File: config.mk
export PLATFORM = sky130hd
export DESIGN_NAME = rvh_l1d_ewrq_mo
export DESIGN_NICKNAME = d
export VERILOG_FILES = /design/src/rtl/rvh_l1d_ewrq_mo.sv
export SDC_FILE = /design/constraint.sdc
export NUM_CORES = 2
export LEC_CHECK = 0
export BUFFER_PORTS_ARGS = -buffer_cell sky130_fd_sc_hd__buf_2
export CAP_MARGIN = 20
export CELL_PAD_IN_SITES_DETAIL_PLACEMENT = 1
export CELL_PAD_IN_SITES_GLOBAL_PLACEMENT = 2
export CORE_AREA = 2 2 567 569
export DETAILED_ROUTE_END_ITERATION = 12
export DIE_AREA = 0 0 569 571
export GPL_ROUTABILITY_DRIVEN = 0
export PLACE_DENSITY_LB_ADDON = 0.1
export SYNTH_ARGS = -nofsm -noshare
export SYNTH_HDL_FRONTEND = slang
export SYNTH_SLANG_ARGS = --single-unit
File: constraint.sdc
create_clock -name clk -period 182.4 [get_ports clk]
set_input_delay 36.48 -clock clk [delete_from_list [all_inputs] [get_ports clk]]
set_output_delay 36.48 -clock clk [all_outputs]
set_load 0.01 [all_outputs]
File: src/rtl/rvh_l1d_ewrq_mo.sv
// L1D bank eviction/writeback queue: DEPTH victim lines, several SCU Evict/WriteBack in flight, per-entry ack match.
// Evict visible 1 cycle after allocation; data 1 cycle after ack; vld/payload held and selection frozen while rdy=0.
package rvh_l1d_ewrq_pkg;
  localparam int CC_PADDR_W = 56;
  localparam int CC_TID_W   = 8;
  localparam int CC_LINE_W  = 512;
  localparam int CC_SEG_MAX = 16;
  localparam int CC_BANK_W  = 2;

  typedef enum logic [2:0] {
    CC_EVICT       = 3'd0,
    CC_WB_FULL     = 3'd1,
    CC_WB_PARTIAL  = 3'd2,
    CC_READ_SHARED = 3'd3,
    CC_READ_UNIQUE = 3'd4
  } cc_req_type_e;

  typedef enum logic [2:0] {
    CC_RESP_NONE = 3'd0,
    CC_WB_ACK    = 3'd1,
    CC_GRANT     = 3'd2,
    CC_NACK      = 3'd3
  } cc_resp_type_e;

  typedef enum logic [1:0] {
    CC_WB_FULL_DATA    = 2'd0,
    CC_WB_PARTIAL_DATA = 2'd1,
    CC_FILL_DATA       = 2'd2
  } cc_data_type_e;

  typedef struct packed {
    logic [1:0]          cid;
    logic [1:0]          bid;
    logic [CC_TID_W-1:0] pc_tid;
    logic [CC_TID_W-1:0] scu_tid;
    logic [CC_TID_W-1:0] sid;
    logic [1:0]          src_id;
    logic [1:0]          tgt_id;
  } cc_id_t;

  typedef struct packed {
    cc_req_type_e          rtype;
    cc_id_t                id;
    logic [CC_PADDR_W-1:0] addr;
  } cache_scu_cc_req_t;

  typedef struct packed {
    cc_resp_type_e rtype;
    cc_id_t        id;
  } cache_scu_cc_resp_t;

  typedef struct packed {
    cc_data_type_e         rtype;
    cc_id_t                id;
    logic [CC_LINE_W-1:0]  data;
    logic [CC_SEG_MAX-1:0] data_valid;
    logic [CC_SEG_MAX-1:0] data_dirty;
  } cache_scu_cc_data_t;
endpackage

module rvh_l1d_ewrq_mo
  import rvh_l1d_ewrq_pkg::*;
#(
  parameter int DEPTH       = 4,
  parameter int LINE_ADDR_W = 32,
  parameter int SEG_NUM     = 8,
  parameter int SEG_W       = 64,
  parameter int TID_W       = 4,
  parameter int SID_W       = 2,
  parameter int PARTIAL_WB  = 0,
  parameter int BANK_ID     = 0,
  parameter int CORE_ID     = 0
) (
  input  logic                           clk,
  input  logic                           rst,
  input  logic                           new_vld_i,
  output logic                           new_rdy_o,
  input  logic                           new_wb_i,
  input  logic                           new_inv_i,
  input  logic [LINE_ADDR_W-1:0]         new_addr_i,
  input  logic [SEG_NUM*SEG_W-1:0]       new_dat_i,
  input  logic [SEG_NUM-1:0]             new_dirty_i,
  input  logic [LINE_ADDR_W-1:0]         lkup_addr_i,
  output logic                           lkup_hit_o,
  output logic [DEPTH*LINE_ADDR_W-1:0]   ewrq_addr_o,
  output logic [DEPTH-1:0]               ewrq_vld_o,
  output logic [$clog2(DEPTH):0]         count_o,
  output logic                           pc_scu_evict_vld_o,
  output cache_scu_cc_req_t              pc_scu_evict_o,
  input  logic                           pc_scu_evict_rdy_i,
  input  logic                           scu_pc_resp_vld_i,
  input  cache_scu_cc_resp_t             scu_pc_resp_i,
  output logic                           scu_pc_resp_rdy_o,
  output logic                           pc_scu_data_vld_o,
  output cache_scu_cc_data_t             pc_scu_data_o,
  input  logic                           pc_scu_data_rdy_i,
  output logic                           err_o
);

  localparam int IDX_W  = $clog2(DEPTH);
  localparam int CNT_W  = $clog2(DEPTH) + 1;
  localparam int LINE_W = SEG_NUM * SEG_W;
  localparam int OFF_W  = $clog2(LINE_W / 8);

  typedef enum logic [1:0] {E_FREE, E_PEND, E_SENT, E_ACKED} ent_st_e;

  ent_st_e                      st_q [DEPTH];
  ent_st_e                      st_d [DEPTH];
  logic [LINE_ADDR_W-1:0]       addr_q [DEPTH];
  logic [LINE_W-1:0]            dat_q [DEPTH];
  logic [SEG_NUM-1:0]           mask_q [DEPTH];
  logic [TID_W-1:0]             scu_tid_q [DEPTH];
  logic [SID_W-1:0]             sid_q [DEPTH];
  logic [DEPTH-1:0]             has_data_q;
  // age_q[i][j] = 1 when entry i was allocated before entry j
  logic [DEPTH-1:0][DEPTH-1:0]  age_q;

  logic [DEPTH-1:0] free_v, pend_v, acked_v, busy_v, dup_v, lkup_v;
  logic [IDX_W-1:0] alloc_idx, ev_idx, dt_idx, ev_idx_q, dt_idx_q, ack_idx;
  logic             ev_hold_q, dt_hold_q, err_q;
  logic             alloc_en, has_data_new, ev_hs, dt_hs, ack_vld, ack_ok, ack_err;

  function automatic logic [IDX_W-1:0] pick_oldest(input logic [DEPTH-1:0] cand,
                                                   input logic [DEPTH-1:0][DEPTH-1:0] age);
    logic [IDX_W-1:0] sel;
    logic             oldest;
    sel = '0;
    for (int i = 0; i < DEPTH; i++) begin
      oldest = cand[i];
      for (int j = 0; j < DEPTH; j++) begin
        if (j != i && cand[j] && !age[i][j]) oldest = 1'b0;
      end
      if (oldest) sel = IDX_W'(i);
    end
    return sel;
  endfunction

  always_comb begin
    free_v  = '0;
    pend_v  = '0;
    acked_v = '0;
    busy_v  = '0;
    dup_v   = '0;
    lkup_v  = '0;
    for (int i = 0; i < DEPTH; i++) begin
      free_v[i]  = (st_q[i] == E_FREE);
      pend_v[i]  = (st_q[i] == E_PEND);
      acked_v[i] = (st_q[i] == E_ACKED);
      busy_v[i]  = (st_q[i] != E_FREE);
      dup_v[i]   = busy_v[i] && (addr_q[i] == new_addr_i);
      lkup_v[i]  = busy_v[i] && (addr_q[i] == lkup_addr_i);
    end
  end

  always_comb begin
    alloc_idx = '0;
    for (int i = DEPTH - 1; i >= 0; i--) begin
      if (free_v[i]) alloc_idx = IDX_W'(i);
    end
  end

  // Duplicate in-flight lines are refused so an address never has two entries
  assign new_rdy_o    = (|free_v) && !(|dup_v);
  assign alloc_en     = new_vld_i && new_rdy_o && !new_inv_i;
  assign has_data_new = new_wb_i && !((PARTIAL_WB != 0) && (new_dirty_i == '0));
  assign lkup_hit_o   = |lkup_v;
  assign ewrq_vld_o   = busy_v;
  assign scu_pc_resp_rdy_o = 1'b1;
  assign err_o        = err_q;

  assign ev_idx             = ev_hold_q ? ev_idx_q : pick_oldest(pend_v, age_q);
  assign pc_scu_evict_vld_o = ev_hold_q || (|pend_v);
  assign ev_hs              = pc_scu_evict_vld_o && pc_scu_evict_rdy_i;

  // A newly acked older entry must not steal a beat already on the bus
  assign dt_idx            = dt_hold_q ? dt_idx_q : pick_oldest(acked_v, age_q);
  assign pc_scu_data_vld_o = dt_hold_q || (|acked_v);
  assign dt_hs             = pc_scu_data_vld_o && pc_scu_data_rdy_i;

  assign ack_vld = scu_pc_resp_vld_i && (scu_pc_resp_i.rtype == CC_WB_ACK);
  assign ack_idx = scu_pc_resp_i.id.pc_tid[IDX_W-1:0];
  assign ack_ok  = ack_vld && (scu_pc_resp_i.id.pc_tid < CC_TID_W'(DEPTH)) &&
                   (st_q[ack_idx] == E_SENT);
  assign ack_err = ack_vld && !ack_ok;

  always_comb begin
    count_o     = '0;
    ewrq_addr_o = '0;
    for (int i = 0; i < DEPTH; i++) begin
      count_o = count_o + CNT_W'(busy_v[i]);
      ewrq_addr_o[i*LINE_ADDR_W +: LINE_ADDR_W] = addr_q[i];
    end
  end

  always_comb begin
    for (int i = 0; i < DEPTH; i++) begin
      st_d[i] = st_q[i];
      if (alloc_en && alloc_idx == IDX_W'(i)) st_d[i] = E_PEND;
      if (ev_hs && ev_idx == IDX_W'(i))       st_d[i] = E_SENT;
      if (ack_ok && ack_idx == IDX_W'(i))     st_d[i] = has_data_q[i] ? E_ACKED : E_FREE;
      if (dt_hs && dt_idx == IDX_W'(i))       st_d[i] = E_FREE;
    end
  end

  always_comb begin
    pc_scu_evict_o           = '0;
    pc_scu_evict_o.rtype     = has_data_q[ev_idx] ?
                               ((PARTIAL_WB != 0) ? CC_WB_PARTIAL : CC_WB_FULL) : CC_EVICT;
    pc_scu_evict_o.id.cid    = 2'(CORE_ID);
    pc_scu_evict_o.id.bid    = 2'(BANK_ID);
    pc_scu_evict_o.id.pc_tid = CC_TID_W'(ev_idx);
    pc_scu_evict_o.addr      = CC_PADDR_W'({addr_q[ev_idx], CC_BANK_W'(BANK_ID), {OFF_W{1'b0}}});
  end

  always_comb begin
    pc_scu_data_o            = '0;
    pc_scu_data_o.rtype      = (PARTIAL_WB != 0) ? CC_WB_PARTIAL_DATA : CC_WB_FULL_DATA;
    pc_scu_data_o.id.cid     = 2'(CORE_ID);
    pc_scu_data_o.id.bid     = 2'(BANK_ID);
    pc_scu_data_o.id.pc_tid  = CC_TID_W'(dt_idx);
    pc_scu_data_o.id.scu_tid = CC_TID_W'(scu_tid_q[dt_idx]);
    pc_scu_data_o.id.sid     = CC_TID_W'(sid_q[dt_idx]);
    pc_scu_data_o.data       = CC_LINE_W'(dat_q[dt_idx]);
    pc_scu_data_o.data_valid = (PARTIAL_WB != 0) ? CC_SEG_MAX'(mask_q[dt_idx]) :
                                                   CC_SEG_MAX'({SEG_NUM{1'b1}});
    pc_scu_data_o.data_dirty = pc_scu_data_o.data_valid;
  end

  always_ff @(posedge clk or posedge rst) begin
    if (rst) begin
      for (int i = 0; i < DEPTH; i++) begin
        st_q[i]      <= E_FREE;
        addr_q[i]    <= '0;
        dat_q[i]     <= '0;
        mask_q[i]    <= '0;
        scu_tid_q[i] <= '0;
        sid_q[i]     <= '0;
      end
      has_data_q <= '0;
      age_q      <= '0;
      ev_hold_q  <= 1'b0;
      ev_idx_q   <= '0;
      dt_hold_q  <= 1'b0;
      dt_idx_q   <= '0;
      err_q      <= 1'b0;
    end else begin
      for (int i = 0; i < DEPTH; i++) st_q[i] <= st_d[i];
      if (alloc_en) begin
        addr_q[alloc_idx]     <= new_addr_i;
        dat_q[alloc_idx]      <= new_dat_i;
        mask_q[alloc_idx]     <= new_dirty_i;
        has_data_q[alloc_idx] <= has_data_new;
        for (int j = 0; j < DEPTH; j++) begin
          age_q[alloc_idx][j] <= 1'b0;
          age_q[j][alloc_idx] <= (j != int'(alloc_idx));
        end
      end
      if (ack_ok) begin
        scu_tid_q[ack_idx] <= scu_pc_resp_i.id.scu_tid[TID_W-1:0];
        sid_q[ack_idx]     <= scu_pc_resp_i.id.sid[SID_W-1:0];
      end
      ev_hold_q <= pc_scu_evict_vld_o && !pc_scu_evict_rdy_i;
      ev_idx_q  <= ev_idx;
      dt_hold_q <= pc_scu_data_vld_o && !pc_scu_data_rdy_i;
      dt_idx_q  <= dt_idx;
      err_q     <= err_q | ack_err;
    end
  end

endmodule
======== Word-level counts from Yosys, hierarchy flattened ========
Index checks and enable logic that the tools add are counted.
word-level totals
  input port bits ......................... 627
  logic and storage cells ................. 278
  bits in registers ....................... 2,235
cells by class
  add/subtract/negate cells ............... 3
  reductions and logical operators ........ 94
  muxes and demuxes ....................... 95
  equal/unequal tests ..................... 33
  bitwise gates (word level) .............. 13
  order comparisons ....................... 10
operators with widths
  cell                  count
  $bwmux W2048          1
  $mux W512             3
  $bmux W512 S2         1
  $demux W512 S2        1
  $eq A32 B32 Y1        8
  $bwmux W128           1
  $mux W32              3
  $mux W2               36
  $and A16 B16 Y16      4
  $bmux W32 S2          1
  $demux W32 S2         1
  $not A16 Y16          4
  $logic_and A1 B1 Y1   56
  $demux W4 S2          5
  $eq A2 B2 Y1 const B  13
  $mux W1               24
  $bwmux W4             5
  $reduce_or A4 Y1      5
  $bwmux W16            1
  $eq A2 B1 Y1 const B  8
  $logic_not A2 Y1      8
  $mux W4               4
  $reduce_bool A4 Y1    4
  $logic_not A1 Y1      14
  other kinds (22)      37

======== Depth between registers and ports, before layout ========
  depth in word-level cells ............... 18
  gate-level depth with buffers ........... 12
  gate-level depth less buffers ........... 9

======== Worst setup path before layout ========
No wires, ideal clock.
  kind .................................... input-to-output
  from .................................... input port new_addr_i[11]
  to ...................................... output port new_rdy_o
  slack ................................... 108.004 ns
  buffers on the path ..................... 1
  data required time ...................... 145.920 ns
  arrival ................................. 37.916 ns
  stages on the path ...................... 6
  cells stage by stage .................... clkbuf_1 > xor2_1 > nor4b_1 > nand4_1 > o311ai_0 > nor3_1
on the way
  cells in the longest elaborated chain, start to end .. 5
  elaborated cells on any way between the ends .. 11
RTL lines
  what                     RTL line  source
  start: declaration       80        input logic [LINE_ADDR_W-1:0] new_addr_i,
  $eq A32 B32 Y1           150       dup_v[i] = busy_v[i] && (addr_q[i] == new_addr_i);
  $logic_and A1 B1 Y1      150
  $reduce_or A4 Y1 (*)     163       assign new_rdy_o = (|free_v) && !(|dup_v);
  $logic_not A1 Y1 (*)     163
  $logic_and A1 B1 Y1 (*)  163
  end: declaration         77        output logic new_rdy_o,
Mark *: on every way between the ends. The rest lies on a longest branch, timed or not.

======== Final worst setup path ========
  from .................................... input port new_addr_i[28]
  to ...................................... output port new_rdy_o
The elaborated chain is that of the path after synthesis.

==> impl_results.md <==
- Synthesized instance count: 8996
- Max-slew headroom: 29.92%
- GRT Overall Usage: 23.09%
- Initial antenna violation count: 253
- Clk slew on worst S/H paths: 0.05 ns
- Die area: 324900 um2
- Fillcell total: 34473
- Worst VDD drop: 0.01814 mV
- Clk_skew: 0.06780 ns
- RSZ-0062 raised after global routing: no
- Post-Route WL: 386600 um
- Drt wl/cell: 26.65 um
- Nets@finish: 10658
- # rows: 208
- Tmin final: 75.13 ns
- Clk sinks: 2228
- Maxcap violations: 0
- DRT antenna net count: 0
- Min-Delay Path Class: register to register
- Register area share after synthesis: 52.95%
- Mapped cell area: 105300 um2
- Net Sw Frac: 43.66%
- Final cell count without fillers: 14508
- Logic pwr share: 50.2%
- Hold Buf Count CTS: 0
- Least-Margin Pin Slew: 1.051 ns
- Outcome: finished, final reports clean
- H-Tree Depth: 5
- Critical path data required time: 145.92 ns
- Port bufs: 1295
- Detailed Place HPWL: 251600 um
- Starting Density: 32.97%
- Part of the power in registers: 31.0%
- Footprint of the multi-input gates: 45840 um2
- CTS tree: done
- Register area: 55750 um2
- Largest net degree at the start of global routing: 182
- Final Hold Fails: 0
- Async set-reset flop share out of synthesis: 100.0%
- Flop-to-flop setup slack: 175.27 ns
- CORE AREA: 319300 um2
- Vias in the first global route: 79953
- Static Leakage: 0.05818 uW
- Die H: 571 um
- CP endpoint kind: primary output
- Global route overflow: 0
- Worst skew pair latency: 0.90 ns
- F_max: 0.01331 GHz
- Clock Path Buffers: 4
- First-pass iteration count of the detailed router: 7
- Syn Area/Cell: 11.70 um2
- First-pass GRT wire length: 562100 um
- EDFF count, synth: 0
- Startpoint Class: input pin
- I/O pin count: 1437
- Number of setup buffers added after CTS: 0
- CTS Buf Count: 276
- Max Slew Vio Count: 0
- Power Dens Cells: 23.33 nW/um2
- Via density: 5.188
- Worst path arrival time: 38.65 ns
- Setup TNS: 0 ns
- Area delta synth->final: 17.39%
- Root Driver: clkbuf_16
- DRT iter0 DRCs: 3588
- Hold_ws: 0.4717 ns
- Layout cells sized above 1: 39.40%
- Vias: 75267
- CTS resizes: 0
- Flop and latch count out of synthesis: 2228
- Critical path class: input pin to primary output
- Clock power frac: 18.8%
- Final period util: 41.19%
- Chip Width: 569 um
- Synth Flop Type: dfrtp_1
- # DRC: 0
- Max FO, Critical Path: 8
- Final Setup Violations: 0
- Internal power: 1625 uW
- Yosys warns: 0
- Switching power: 1259 uW
- Cell count after placement: 13948
- Synth unique cells: 60
==> cell type report <==
class / instances / share of cell area, %
antenna: 91 / 0.1842
clock buffer: 399 / 6.442
clock inverter: 70 / 0.7127
inverter: 26 / 0.09718
multi-input combinational: 6093 / 37.09
sequential: 2228 / 45.11
tap: 4200 / 4.252
timing repair buffer: 1401 / 6.110
==> metal layers <==
layer	vias to the layer above	track usage, %	share of wire, %
li1	33147	-	-
met1	39214	28.96	42
met2	1948	36.91	46
met3	824	7.243	7.8
met4	134	9.170	4.4
met5	-	0	0.22
==> cells in the mapped netlist, drive strengths merged, types with 6 or more instances <==
| library cell | number | share of area [%] |
|---|---|---|
| clkbuf | 321 | 1.1 |
| a31oi | 520 | 3.1 |
| xnor2 | 97 | 0.81 |
| xor2 | 156 | 1.3 |
| nand2b | 7 | 0.042 |
| nand2 | 2095 | 7.5 |
| nand3 | 13 | 0.062 |
| and3b | 6 | 0.050 |
| a211oi | 36 | 0.26 |
| and2 | 31 | 0.18 |
| nand4 | 42 | 0.25 |
| nor3b | 8 | 0.057 |
| and3 | 521 | 3.1 |
| nor3 | 10 | 0.048 |
| a21oi | 44 | 0.21 |
| buf | 441 | 2.7 |
| mux2 | 2204 | 25 |
| nor4 | 69 | 0.41 |
| nor2 | 20 | 0.071 |
| inv | 25 | 0.089 |
| dfrtp | 2228 | 53 |
| o21ai | 7 | 0.033 |
| mux2i | 32 | 0.30 |
==> per-stage QoR <==
step	util [%]	setup slack [ns]	total power, uW	area, um2
4_1_cts	38.63	107.27	2930	123400
6_report	38.71	107.27	2884	123600
2_1_floorplan	-	82.97	1728	105700
3_5_place_dp	35.86	107.28	2369	114500
5_1_grt	38.66	107.08	3070	123500
3_3_place_gp	35.86	107.31	2331	114500
==> state kept, by name, summed over array words and instances, names as in the netlist, named ones only <==
signal,count
dat_q,2048
ewrq_addr_o,128
scu_tid_q,16
sid_q,8
st_q,8
has_data_q,4
age_q,3
dt_idx_q,2
ev_idx_q,2
dt_hold_q,1
err_o,1
ev_hold_q,1
==> critical path, cell delays in order <==
cell	delay, ns
buf_2	0.22
xor2_1	0.20
nor4_1	0.32
nand4b_1	0.30
o311ai_0	0.73
nor3_1	0.16
buf_2	0.23
==> path summary, 6_finish.rpt <==
check | start | cells after the start | endpoint
worst max-delay path | new_addr_i[28] | 7 | new_rdy_o
worst min-delay path | err_o$_DFF_PP0_ | 1 | err_o$_DFF_PP0_
worst max register to register | ewrq_addr_o[5]$_DFFE_PP0P_ | 11 | dat_q[1804]$_DFFE_PP0P_
worst min register to register | err_o$_DFF_PP0_ | 1 | err_o$_DFF_PP0_
max in group asynchronous | rst | 9 | dat_q[1450]$_DFFE_PP0P_
min in group asynchronous | rst | 2 | dat_q[1127]$_DFFE_PP0P_
==> placed cells by master (no fill, tap or decap), types with 20 or more instances in the layout <==
| cell type | n |
|---|---|
| mux2_2 | 1857 |
| clkinv_2 | 34 |
| a31oi_1 | 520 |
| nor2_1 | 20 |
| buf_4 | 84 |
| nand4_1 | 42 |
| nand2_1 | 2093 |
| buf_2 | 1295 |
| nor4_1 | 69 |
| mux2i_1 | 32 |
| clkbuf_16 | 279 |
| inv_1 | 22 |
| and2_1 | 30 |
| and3_1 | 521 |
| a211oi_1 | 36 |
| conb_1 | 115 |
| buf_12 | 22 |
| diode_2 | 91 |
| dfrtp_1 | 2228 |
| clkbuf_8 | 53 |
| xor2_1 | 156 |
| mux2_4 | 347 |
| xnor2_1 | 97 |
| clkbuf_1 | 67 |
| a21oi_1 | 44 |
==> power groups by stage <==
stage               clock network (uW)  logic [uW]  registers (uW)
global route                       579        1570             922
detailed placement                   0        1470             898
finish                             542        1450             894
CTS                                561        1480             892
floorplan                            0         872             856
global placement                     0        1450             881
==> cells by family after synthesis <==
| group | Yosys count | share of synthesized area, % |
|---|---|---|
| AO/OA/AOI/OAI | 641 | 3.859 |
| XOR/XNOR | 253 | 2.105 |
| adder cells (fa/ha/maj) | 5 | 0.06655 |
| buffers and inverters | 788 | 3.986 |
| flip-flops | 2228 | 52.95 |
| multiplexers | 2236 | 25.11 |
| other | 2 | 0.007133 |
| AND/OR/NAND/NOR | 2843 | 11.91 |
(Power assumes the default switching activity.)
